## src/rtl/hazard_scoreboard.sv

```systemverilog
// hazard_scoreboard: stall and forward-select unit for the D stage of the
// in-order MIPS pipeline. A shift-register scoreboard records the in-flight
// writers, one entry per stage after D (entry 1 = E, entry 2 = M, entry 3 = W).
// Each entry holds the destination register and its remaining Tnew. The D-stage
// Tuse of rs/rt is compared against the youngest matching entry.
// Optional feature: define HAZARD_MD_BUSY_EN to track multiply/divide occupancy
// of the HI/LO unit. Without it md_busy is tied low and the md inputs are ignored.
module hazard_scoreboard #(
  parameter int STAGES      = 3,
  parameter int REG_AW      = 5,
  parameter int T_W         = 2,
  parameter int MULT_CYCLES = 5,
  parameter int DIV_CYCLES  = 10
) (
  input  logic                             clk,
  input  logic                             reset,
  input  logic                             d_valid,
  input  logic [REG_AW-1:0]                d_rs,
  input  logic [REG_AW-1:0]                d_rt,
  input  logic [T_W-1:0]                   d_tuse_rs,
  input  logic [T_W-1:0]                   d_tuse_rt,
  input  logic [REG_AW-1:0]                d_wreg,
  input  logic [T_W-1:0]                   d_tnew,
  input  logic                             d_ismd,
  input  logic                             d_md_start,
  input  logic                             d_md_div,
  output logic                             stall,
  output logic [$clog2(STAGES+1)-1:0]      fwd_rs_sel,
  output logic [$clog2(STAGES+1)-1:0]      fwd_rt_sel,
  output logic                             md_busy
);

  localparam int SEL_W  = $clog2(STAGES + 1);
  localparam int MD_MAX = (MULT_CYCLES > DIV_CYCLES) ? MULT_CYCLES : DIV_CYCLES;
  localparam int CNT_W  = $clog2(MD_MAX + 1);
  localparam logic [T_W-1:0] NOUSE = {T_W{1'b1}};

  // Scoreboard storage; array index k holds pipeline entry k+1
  logic [STAGES-1:0] entValid_q, entValid_d;
  logic [REG_AW-1:0] entWreg_q [STAGES];
  logic [REG_AW-1:0] entWreg_d [STAGES];
  logic [T_W-1:0]    entTnew_q [STAGES];
  logic [T_W-1:0]    entTnew_d [STAGES];

  logic             rsHit, rtHit;
  logic [SEL_W-1:0] rsEntry, rtEntry;
  logic [T_W-1:0]   rsTnew, rtTnew;
  logic             rsStall, rtStall, mdStall;

  // Tnew counts down once per stage advance and never wraps below zero
  function automatic logic [T_W-1:0] satDec(input logic [T_W-1:0] t);
    return (t == '0) ? '0 : t - 1'b1;
  endfunction

  // Shift the scoreboard down one stage; entry 1 takes the D writer only when D issues
  always_comb begin
    entValid_d   = '0;
    entWreg_d[0] = '0;
    entTnew_d[0] = '0;
    if (d_valid && !stall && (d_wreg != '0)) begin
      entValid_d[0] = 1'b1;
      entWreg_d[0]  = d_wreg;
      entTnew_d[0]  = d_tnew;
    end
    for (int k = 1; k < STAGES; k++) begin
      entValid_d[k] = entValid_q[k-1];
      entWreg_d[k]  = entWreg_q[k-1];
      entTnew_d[k]  = satDec(entTnew_q[k-1]);
    end
  end

  // Scoreboard register; downstream entries advance even while D is stalled
  always_ff @(posedge clk) begin
    if (reset) begin
      entValid_q <= '0;
      for (int k = 0; k < STAGES; k++) begin
        entWreg_q[k] <= '0;
        entTnew_q[k] <= '0;
      end
    end else begin
      entValid_q <= entValid_d;
      for (int k = 0; k < STAGES; k++) begin
        entWreg_q[k] <= entWreg_d[k];
        entTnew_q[k] <= entTnew_d[k];
      end
    end
  end

  // Youngest matching writer for rs: scanning old-to-young lets the lowest entry win
  always_comb begin
    rsHit   = 1'b0;
    rsEntry = '0;
    rsTnew  = '0;
    for (int k = STAGES - 1; k >= 0; k--) begin
      if ((d_tuse_rs != NOUSE) && (d_rs != '0) && entValid_q[k] && (entWreg_q[k] == d_rs)) begin
        rsHit   = 1'b1;
        rsEntry = SEL_W'(k + 1);
        rsTnew  = entTnew_q[k];
      end
    end
  end

  // Youngest matching writer for rt, same rules as rs
  always_comb begin
    rtHit   = 1'b0;
    rtEntry = '0;
    rtTnew  = '0;
    for (int k = STAGES - 1; k >= 0; k--) begin
      if ((d_tuse_rt != NOUSE) && (d_rt != '0) && entValid_q[k] && (entWreg_q[k] == d_rt)) begin
        rtHit   = 1'b1;
        rtEntry = SEL_W'(k + 1);
        rtTnew  = entTnew_q[k];
      end
    end
  end

  // Stall when the value is not ready by Tuse; forward only from an entry whose result is final
  always_comb begin
    rsStall    = rsHit && (rsTnew > d_tuse_rs);
    rtStall    = rtHit && (rtTnew > d_tuse_rt);
    stall      = d_valid && (rsStall || rtStall || mdStall);
    fwd_rs_sel = (rsHit && (rsTnew == '0)) ? rsEntry : '0;
    fwd_rt_sel = (rtHit && (rtTnew == '0)) ? rtEntry : '0;
  end

`ifdef HAZARD_MD_BUSY_EN
  logic [CNT_W-1:0] mdCount_q, mdCount_d;

  // Busy counter: a start reloads it, otherwise it drains to zero; starts while busy are held off by the stall
  always_comb begin
    mdCount_d = mdCount_q;
    if (d_valid && d_md_start && !stall) begin
      mdCount_d = d_md_div ? CNT_W'(DIV_CYCLES) : CNT_W'(MULT_CYCLES);
    end else if (mdCount_q != '0) begin
      mdCount_d = mdCount_q - 1'b1;
    end
  end

  // Busy counter register
  always_ff @(posedge clk) begin
    if (reset) begin
      mdCount_q <= '0;
    end else begin
      mdCount_q <= mdCount_d;
    end
  end

  assign md_busy = (mdCount_q != '0);
  assign mdStall = d_ismd && md_busy;
`else
  logic [CNT_W-1:0] md_unused_cnt;
  logic             md_unused_in;

  assign md_unused_cnt = '0;
  assign md_unused_in  = ^{d_ismd, d_md_start, d_md_div};
  assign md_busy       = 1'b0;
  assign mdStall       = 1'b0;
`endif

endmodule

```

## config.mk

```make
export PLATFORM = sky130hd
export DESIGN_NAME = hazard_scoreboard
export DESIGN_NICKNAME = d
export VERILOG_FILES = /design/src/rtl/hazard_scoreboard.sv
export SDC_FILE = /design/constraint.sdc
export NUM_CORES = 1
export LEC_CHECK = 0
export CORE_MARGIN = 4
export CORE_UTILIZATION = 30
export DETAILED_ROUTE_END_ITERATION = 7
export GPL_TIMING_DRIVEN = 1
export SYNTH_ARGS = -nofsm -noshare
export SYNTH_HDL_FRONTEND = slang
export SYNTH_SLANG_ARGS = --single-unit
```

## constraint.sdc

```tcl
create_clock -name clk -period 3.7 [get_ports clk]
set_clock_uncertainty 0.1 [all_clocks]
set_input_delay 0.37 -clock clk [delete_from_list [all_inputs] [get_ports clk]]
set_output_delay 0.37 -clock clk [all_outputs]
set_load 0.02 [all_outputs]
```

# Yosys cells after proc, flatten, opt, wreduce, memory -nomap -nowiden
# Memories as Yosys holds them, arrays and structs flattened.
# Cells that the tools add are included.
dict set report classes {
  add_sub_neg 2
  order_cmp 2
  eq_ne 8
  muxes 34
  n_bitwise 6
  reduce_logical 30
}
# cell count
set ops {}
lappend ops {{$mux W2} 20}
lappend ops {{$eq A5 B5 Y1} 6}
lappend ops {{$logic_and A1 B1 Y1} 21}
lappend ops {{$mux W5} 4}
lappend ops {{$reduce_bool A5 Y1} 3}
lappend ops {{$mux W1} 10}
lappend ops {{$logic_not A2 Y1} 4}
lappend ops {{$or A1 B1 Y1} 6}
lappend ops {{$gt A2 B2 Y1} 2}
lappend ops {{$ne A2 B2 Y1 const B} 2}
lappend ops {{$sub A2 B1 Y2 const B} 2}
lappend ops {{$logic_not A1 Y1} 1}
lappend ops {{$logic_or A1 B1 Y1} 1}
dict set report word_totals {
  ff_bits 3
  mem_bits_rw 21
  in_bits 27
  out_inout_bits 6
  elab_cells 85
  n_memories 2
}
# name depth word_bits read_ports rd_ports_with_merged_regs write_ports line
set memory_table {}
lappend memory_table {entWreg_q 3 5 3 0 3 40} ;# logic [REG_AW-1:0] entWreg_q [STAGES];
lappend memory_table {entTnew_q 3 2 3 0 3 42} ;# logic [T_W-1:0] entTnew_q [STAGES];

# Logic depth before layout (Yosys ltp)
dict set report depth {
  word_depth 16
  depth_mapped 13
  mapped_depth_nobuf 13
}

# Worst setup path after synthesis
# Ideal clock, no wire load.
dict set report synth_timing {
  path_type {input port to output port}
  from {input port d_rt[3]}
  to {output port stall}
  t_arrival_ps 2668
  t_required_ps 3230
  path_slack_ps 562
  path_stages 11
  path_buffers 0
  cell_sequence {or4_4 -> nor2_4 -> or3_4 -> mux2_4 -> mux2_4 -> inv_1 -> ha_1 -> nand2_1 -> o21ai_0 -> o21ai_2 -> and2_1}
}
dict set report synth_between {
  elab_chain_len 11
  word_cells_on_any_way 21
  classes_between {order compare (1); eq/ne (3); mux (6); reduce/logical (11)}
}
# element line
set synth_rtl {}
lappend synth_rtl {{start, declared} 19} ;# input logic [REG_AW-1:0] d_rt,
lappend synth_rtl {{$reduce_bool A5 Y1} 109} ;# if ((d_tuse_rt != NOUSE) && (d_rt != '0) && entValid_q[k] && (entWreg_q[k] == d_rt)) begin
lappend synth_rtl {{$logic_and A1 B1 Y1 (3 in series)} 109}
lappend synth_rtl {{$mux W2 (3 in series)} 109}
lappend synth_rtl {{$gt A2 B2 Y1} 120} ;# rtStall = rtHit && (rtTnew > d_tuse_rt);
lappend synth_rtl {{$logic_and A1 B1 Y1 *} 120}
lappend synth_rtl {{$logic_or A1 B1 Y1 *} 121} ;# stall = d_valid && (rsStall || rtStall || mdStall);
lappend synth_rtl {{$logic_and A1 B1 Y1 *} 121}
lappend synth_rtl {{end, declared} 27} ;# output logic stall,
# Mark *: on every way between the ends. The rest lies on a longest branch, timed or not.

# Final worst setup path
dict set report layout_timing {
  from {input port d_rt[4]}
  to {output port stall}
}
# Same word-level chain as after synthesis.

==> run summary <==
Number of flops mapped to enable cells by yosys: 0
DR iter-0 viols: 38
Cell Int Power: 0.424 mW
Switching part of the total: 0.241
Placed cell area: 0.00195 mm^2
Shortest period the worst path allows: 3.59 ns
WP data arrival: 3.12 ns
Routed vias: 1262
Postcts setup bufs: 0
Worst-skew pair later-pin latency: 0.27 ns
Clock power share: 0.317
Synth Net Count: 197
Tot Pwr: 0.558 mW
Worst-path fanout max: 5
Seq pwr share: 0.494
# hold bufs at CTS: 0
H-tree levels: 1
# rows: 24
Chip Width: 76.5 um
Ys flop type: dfxtp_1
Gr usage total: 0.119
FFs w/ async S/R, synth: 0
Slew Limit Headroom: 0.592
Outcome: completed
Ys Warns: 0
CP max-delay cell: or4_4
CTS root buffer: clkbuf_8
Sequential fraction of the synthesis area: 0.341
Vert. Die Dim: 76.5 um
Design Area, Final: 0.00205 mm^2
Reg clk slew, reported paths: 0.08 ns
Slew Limit Fails: 0
Avg Cell Area, Syn: 8.59 um^2
Seq. cell area: 480 um^2
P per Cell Area: 273 mW/mm^2
Crit path top cell by count: mux2_4
WP buf/inv: 3
DRC viols: 0
Drt total wl: 3200 um
CTS tree: yes
IO Pins: 33
P_sw: 0.134 mW
Cell leakage power: 0.800 nW
Post-DRT Antenna Nets: 0
Delay of the slowest critical-path stage: 0.54 ns
Vias in the first global route: 1280
Net count, final: 255
Port Buffers: 28
Wire length per cell: 11.7 um
Post-Synthesis Cells: 164
Critical path type: in2out
Initial antenna violation count: 0
Via density per instance: 4.62
Drt first pass iters: 4
Multi-input gate area: 932 um^2
Layout cells sized above 1: 0.213
CP Capture Type: output port
VDD IR max: 0.000124 V
CP Cell Sequence: clkdlybuf4s50_1, or4_4, nor2_4, or3_4, mux2_4, mux2_4, inv_1, ha_1, nand2_1, o21ai_1, o21ai_2, and2_1, buf_2
DP HPWL: 2690 um
Antenna diodes: 0
# fillers: 457
Yosys reg bits: 24
Cts bufs inserted: 3
Most frequent cells in the layout: 30 x xnor2_1, 27 x buf_4, 25 x clkdlybuf4s50_1
CP Launch Type: primary input
GP Congestion: 0.879
Crit path max-delay family: simple AND/OR/NAND/NOR gates
Largest net degree at the start of global routing: 18
Die Area: 0.00586 mm^2
Worst Hold Class: reg2reg
Least-Margin Pin Slew: 0.609 ns
Synthesis-to-finish area growth: 45.2%
Crit path required time: 3.23 ns
Clock tree buffer depth: 2
Final Hold Vio Count: 0
Total grt overflow: 0
Core area: 0.00444 mm^2
Final core utilization: 0.460
RSZ-0062 raised after global routing: true
Cell variety after synth: 29
Maxcap violations: 0
Final setup vio count: 0
Syn Std Cell Area: 0.00141 mm^2
Commonest non-fill, non-tap cell in the layout: xnor2_1
F_max: 0.279 GHz
Clk sinks: 24
Comb pwr share: 0.189
Initial core utilization: 0.317
Fin crit share: 0.970
First-pass GRT wire length: 5620 um
flip-flops by register name, summed over array words and instances (netlist names):
| register | count |
|---|---|
| entWreg_q | 15 |
| entValid_q | 3 |
| entTnew_q | 6 |
synth_stat cells, drive strengths merged, types with 2 or more instances:
master	count	area [um^2]
a22oi	3	22.5
dfxtp	24	480
mux2	2	30.0
nand4	4	25.0
ha	6	75.1
xnor2	30	263
a21oi	7	35.0
inv	9	33.8
o21ai	4	27.5
nor2	9	41.3
nor4	3	31.3
nand3	6	30.0
nor2b	15	93.8
or4	4	33.8
nor3	12	60.1
nand2	17	63.8
area by class of cell:
| class | count | area share |
|---|---|---|
| Inverter | 9 | 0.0165 |
| Sequential cell | 24 | 0.235 |
| Multi-Input combinational cell | 129 | 0.456 |
| Tap cell | 52 | 0.0318 |
| Clock buffer | 4 | 0.0269 |
| Timing Repair Buffer | 55 | 0.234 |
final timing paths:
path	startpoint	depth (start not counted)	to	slack (ns)
hold / removal	entTnew_q[0][0]	1	entTnew_q[0][2]	0.37
setup reg to reg	entWreg_q[0][6]	12	entWreg_q[0][4]	1.04
setup / recovery	d_rt[4]	13	stall	0.11
hold reg to reg	entTnew_q[0][0]	1	entTnew_q[0][2]	0.37
power by group through the flow:
| stage | Sequential [mW] | Clock [mW] | Combinational, mW |
|---|---|---|---|
| global placement | 0.282 | 0 | 0.100 |
| global route | 0.277 | 0.196 | 0.118 |
| detailed placement | 0.282 | 0 | 0.101 |
| CTS | 0.276 | 0.182 | 0.103 |
| floorplan | 0.279 | 0 | 0.0483 |
| finish | 0.276 | 0.177 | 0.106 |
through the flow:
stage / hold WS, ns / worst slack [ns] / cells / TNS, ns
global route: 0.389 / -0.0460 / 273 / -0.0460
finish: 0.365 / 0.111 / 273 / 0
detailed placement: 0.349 / -0.351 / 269 / -0.351
floorplan: 0.322 / 0.562 / 164 / 0
global placement: 0.350 / -0.339 / 269 / -0.339
CTS: 0.361 / 0.0269 / 273 / 0
timing repair:
item                       CTS  global route
pin swaps                    2             1
resized for setup            6             9
setup endpoints to repair    1             2
cell families after synthesis:
kind of cell    Yosys count  synth area share
compound gates           16            0.0711
mux                       2            0.0213
fa+ha+maj                 6            0.0533
other cells               1           0.00266
simple gates             74             0.292
flops                    24             0.341
buf+inv                  11            0.0320
xor+xnor                 30             0.186
metal layers:
layer,GRT usage,up-vias,wire (um)
met3,0.0201,5,169
met5,0,-,0
met2,0.195,27,1390
met4,0.0543,0,67
li1,-,670,-
met1,0.151,560,1570
Note: power is estimated with default switching activity, not from simulation.
